<file path="src/rtl/dmem_bridge.sv">
// dmem_bridge: memory-stage to shared data memory bridge with valid/ready request and response handshake.
// Optional WAIT timeout with error response when DMEM_BRIDGE_TIMEOUT_EN is defined.
module dmem_bridge #(
   parameter int ADDR_W         = 32,
   parameter int DATA_W         = 32,
   parameter int TIMEOUT_CYCLES = 255
) (
   input  logic                clk,
   input  logic                arst_n,
   input  logic                core_req_valid,
   input  logic                core_req_we,
   input  logic [DATA_W/8-1:0] core_req_mask,
   input  logic [ADDR_W-1:0]   core_req_addr,
   input  logic [DATA_W-1:0]   core_req_wdata,
   output logic                core_stall,
   output logic                core_rsp_valid,
   output logic [DATA_W-1:0]   core_rsp_rdata,
   output logic                core_rsp_err,
   output logic                bus_req_valid,
   input  logic                bus_req_ready,
   output logic                bus_we,
   output logic [DATA_W/8-1:0] bus_mask,
   output logic [ADDR_W-1:0]   bus_addr,
   output logic [DATA_W-1:0]   bus_wdata,
   input  logic                bus_rsp_valid,
   input  logic [DATA_W-1:0]   bus_rsp_rdata
);
   typedef enum logic [1:0] {IDLE, REQ, WAIT, DONE} state_t;
   state_t state, state_nxt;
   logic latch_req;
   logic rsp_load;
   logic rsp_err_nxt;
   logic [DATA_W-1:0] rsp_rdata_nxt;
   logic timeout;
   if (TIMEOUT_CYCLES < 1 || TIMEOUT_CYCLES > 65535) begin : g_bad_timeout
      $error("dmem_bridge: TIMEOUT_CYCLES must be 1..65535");
   end
`ifdef DMEM_BRIDGE_TIMEOUT_EN
   logic [15:0] wait_cnt;
   // Holding the count at zero through REQ leaves it cleared on WAIT entry.
   always_ff @(posedge clk or negedge arst_n) begin
      if (!arst_n) wait_cnt <= '0;
      else if (state == REQ) wait_cnt <= '0;
      else if (state == WAIT && !bus_rsp_valid) wait_cnt <= wait_cnt + 16'd1;
   end
   assign timeout = (wait_cnt == 16'(TIMEOUT_CYCLES - 1));
`else
   assign timeout = 1'b0;
`endif
   always_ff @(posedge clk or negedge arst_n) begin
      if (!arst_n) state <= IDLE;
      else state <= state_nxt;
   end
   always_comb begin
      state_nxt = state;
      latch_req = 1'b0;
      rsp_load = 1'b0;
      rsp_err_nxt = 1'b0;
      rsp_rdata_nxt = '0;
      case (state)
         IDLE: if (core_req_valid) begin
            latch_req = |core_req_mask;
            rsp_load = ~|core_req_mask;
            state_nxt = |core_req_mask ? REQ : DONE;
         end
         REQ: if (bus_req_ready) state_nxt = WAIT;
         // A response in the expiry cycle wins over the timeout.
         WAIT: if (bus_rsp_valid || timeout) begin
            rsp_load = 1'b1;
            rsp_err_nxt = ~bus_rsp_valid;
            rsp_rdata_nxt = (bus_rsp_valid && !bus_we) ? bus_rsp_rdata : '0;
            state_nxt = DONE;
         end
         default: state_nxt = IDLE;
      endcase
   end
   always_ff @(posedge clk or negedge arst_n) begin
      if (!arst_n) begin
         bus_we <= 1'b0;
         bus_mask <= '0;
         bus_addr <= '0;
         bus_wdata <= '0;
      end else if (latch_req) begin
         bus_we <= core_req_we;
         bus_mask <= core_req_mask;
         bus_addr <= core_req_addr;
         bus_wdata <= core_req_wdata;
      end
   end
   always_ff @(posedge clk or negedge arst_n) begin
      if (!arst_n) begin
         core_rsp_rdata <= '0;
         core_rsp_err <= 1'b0;
      end else if (rsp_load) begin
         core_rsp_rdata <= rsp_rdata_nxt;
         core_rsp_err <= rsp_err_nxt;
      end
   end
   assign core_stall = (state == IDLE && core_req_valid) || state == REQ || state == WAIT;
   assign core_rsp_valid = (state == DONE);
   assign bus_req_valid = (state == REQ);
endmodule

</file>
<file path="config.mk">
export PLATFORM = sky130hd
export DESIGN_NAME = dmem_bridge
export DESIGN_NICKNAME = d
export VERILOG_FILES = /design/src/rtl/dmem_bridge.sv
export SDC_FILE = /design/constraint.sdc
export NUM_CORES = 1
export LEC_CHECK = 0
export CORE_UTILIZATION = 36
export DETAILED_ROUTE_END_ITERATION = 16
export PLACE_DENSITY = 0.76
export SKIP_CTS_REPAIR_TIMING = 1
export SLEW_MARGIN = 0
export SYNTH_ARGS = -nofsm -noshare
export SYNTH_HDL_FRONTEND = slang
export SYNTH_SLANG_ARGS = --single-unit
</file>
<file path="constraint.sdc">
create_clock -name clk -period 1.8 [get_ports clk]
set_input_delay 0.27 -clock clk [delete_from_list [all_inputs] [get_ports clk]]
set_output_delay 0.27 -clock clk [all_outputs]
set_load 0.005 [all_outputs]
</file>
==> results.py <==
metrics = {
    "synthesis": {
        "syn-instance-count": 283,
        "syn-num-nets": 394,
        "synth-seq-area-share": 0.619,
        "synth_seq_cells": 103,
        "netlist-cell-type-count": 23,
        "yosysWarnings": 0,
        "syn_area_um2": 4170,
        "avgSynthCellArea_um2": 14.7,
    },
    "setup_path": {
        "path_class": "reg2reg",
        "worst_r2r_path_depth": 6,
        "cpPeakStageDelay_ns": 0.38,
        "worstReg2RegEnd": "bus_wdata[19]",
        "worstPathCellList": "inv_1 > ha_4 > nand2_2 > nor2_4 > clkbuf_16 > mux2_2",
        "cp-start-kind": "flop",
        "critPathRequiredTime_ns": 2.02,
        "endpoint_kind": "flop",
        "r2r-start": "state[0]",
        "crit_path_max_fanout": 25,
        "reg2reg_slack_ns": 0.08,
        "crit_slowest_cell": "dfrtp_1",
        "critical_path_arrival_ns": 1.94,
    },
    "final_layout": {
        "final_nets": 607,
        "final_common_cell": "clkdlybuf4s50_1",
        "layout-drive-gt1-share": 0.273,
        "postLayoutCellArea_um2": 6840,
        "area_growth_pct": 64.3,
        "seq_area_um2": 2580,
        "diodes": 0,
        "fin_util": 0.618,
        "mostFrequentLayoutCells": "clkdlybuf4s50_1, dfrtp_1, mux2_2, nor3b_1, a31o_2",
        "layout.cells.non_filler": 641,
        "multi_input_area_um2": 1500,
        "fill_cells": 872,
    },
    "global_route": {
        "grt_pass1_wl_um": 15500,
        "grt_max_degree": 65,
        "grt_pass1_vias": 3244,
        "grt_usage": 0.170,
        "grt_antenna_before_repair": 0,
        "grt.overflow.total": 0,
    },
    "place": {
        "hpwl_um": 7510,
        "gp_congestion": 0.748,
        "dp.cells": 623,
        "pre_cts_ws_ns": -0.102,
        "placed_cell_area_um2": 6480,
        "port_buffers": 209,
    },
    "floorplan": {
        "start_util": 0.376,
        "ios": 211,
        "die_y_um": 110,
        "die_w_um": 110,
        "die_area_um2": 12000,
        "core_area_um2": 11100,
        "num_rows": 38,
    },
    "sta": {
        "drv_slew": 0,
        "setup_viol": 0,
        "skew_ns": 0.00826,
        "finalCritPeriodShare": 0.956,
        "final_hold_viol_count": 0,
        "setup_tns_ns": 0,
        "finalWorstSetupSlack_ns": 0.0797,
        "holdWs_ns": 0.483,
        "rsz0062_at_grt": "no",
        "max_freq_mhz": 581,
        "post-route-min-period_ns": 1.72,
    },
    "pwr": {
        "peakVddDrop_mv": 0.812,
        "power.density_nw_per_um2": 1600,
        "p_switching_mw": 3.02,
        "comb_power_share": 0.454,
        "p_total_mw": 10.9,
        "internal-power_mw": 7.92,
        "swShare": 0.276,
        "clkPwrFrac": 0.177,
        "seqPwrFrac": 0.369,
        "power_leakage_nw": 2.83,
    },
    "flow_run": {
        "maxCapViolCount": 0,
    },
    "drt": {
        "route.antenna.remaining_nets": 0,
        "drc": 0,
        "wl_um": 10500,
        "vias": 3142,
        "drtIter0Drc": 134,
        "wl_per_cell_um": 16.4,
        "firstDrtPassIters": 4,
        "viasPerCell": 4.90,
    },
    "clock_tree": {
        "clk_pin_slew_ns": 0.07,
        "clock-sinks": 103,
        "cts_made_buffers": 9,
        "cts_tree": "yes",
        "root_buffer": "clkbuf_16",
        "clock_latency_ns": 0.34,
        "htreeDepth": 3,
        "cts_buffer_depth": 2,
    },
    "outcome": {
        "outcome": "finished clean",
    },
    "min_path": {
        "min_path_type": "in2async",
    },
}
-- critical path, delay by kind of cell (launching register included) --
kind	cells	cell delay, ns
flops	1	0.38
mux	1	0.35
fa+ha+maj	1	0.17
buf+inv	2	0.41
simple gates	2	0.28
-- synthesized netlist by cell type --
cell	number	area, um2
o21ai_0	1	5.00
ha_1	5	62.6
nand3_1	2	10.0
o22ai_1	1	6.26
dfrtp_1	103	2580
clkbuf_1	13	48.8
conb_1	1	3.75
inv_1	2	7.51
nor4_4	1	21.3
a21oi_1	1	5.00
mux2_2	68	766
mux2i_1	1	10.0
nor3_1	1	5.00
buf_2	4	20.0
buf_6	3	33.8
nor3b_1	32	240
or4_1	1	7.51
nor2_1	2	7.51
nor2_2	1	6.26
buf_4	1	7.51
a31o_2	32	280
nand2_1	4	15.0
nor2b_1	3	18.8
-- layer usage --
layer,global-route usage,wire length [um],vias up
met4,0.0705,168,0
met2,0.284,5290,131
li1,-,-,1446
met5,0,0,-
met3,0.0498,850,14
met1,0.204,4200,1551
-- sequential cells by signal, summed over array words and instances (netlist names) --
| register | count |
|---|---|
| core_rsp_rdata | 32 |
| bus_we | 1 |
| bus_wdata | 32 |
| state | 2 |
| bus_mask | 4 |
| bus_addr | 32 |
-- cell families (layout without fill, tap and decap cells) --
kind of cell / after synthesis / after routing / synth area share
DFF: 103 / 103 / 0.619
muxes: 69 / 69 / 0.186
and+or+nand+nor: 47 / 47 / 0.0796
AOI/OAI and AO/OA: 35 / 35 / 0.0712
buffers and inverters: 23 / 241 / 0.0282
adders and majority gates: 5 / 5 / 0.0150
other: 1 / 1 / 0.000900
-- final cells by class --
class                      count  area share
clock buffer                  11      0.0355
clock inverter                 5     0.00841
inverter                       2     0.00110
multi-input combinational    157       0.219
sequential                   103       0.377
tap                          140      0.0256
timing repair buffer         223       0.334
-- worst max-delay path by stage --
| stage | startpoint | to | depth (start not counted) |
|---|---|---|---|
| floorplan | state[0] | bus_addr[0] | 7 |
| global placement | core_req_mask[1] | core_rsp_rdata[14] | 5 |
| detailed placement | core_req_mask[1] | core_rsp_rdata[1] | 5 |
| CTS | state[1] | core_stall | 5 |
| global route | state[0] | bus_wdata[12] | 6 |
| finish | state[0] | bus_wdata[19] | 6 |
-- power by group through the flow --
stage,logic [mW],clock network (mW),registers (mW)
2_1_floorplan,1.84,0,4.11
3_3_place_gp,4.82,0,4.02
3_5_place_dp,4.93,0,4.08
4_1_cts,4.96,1.99,4.05
5_1_grt,5.34,2.09,4.18
6_report,4.96,1.93,4.04
(Power assumes the default switching activity.)
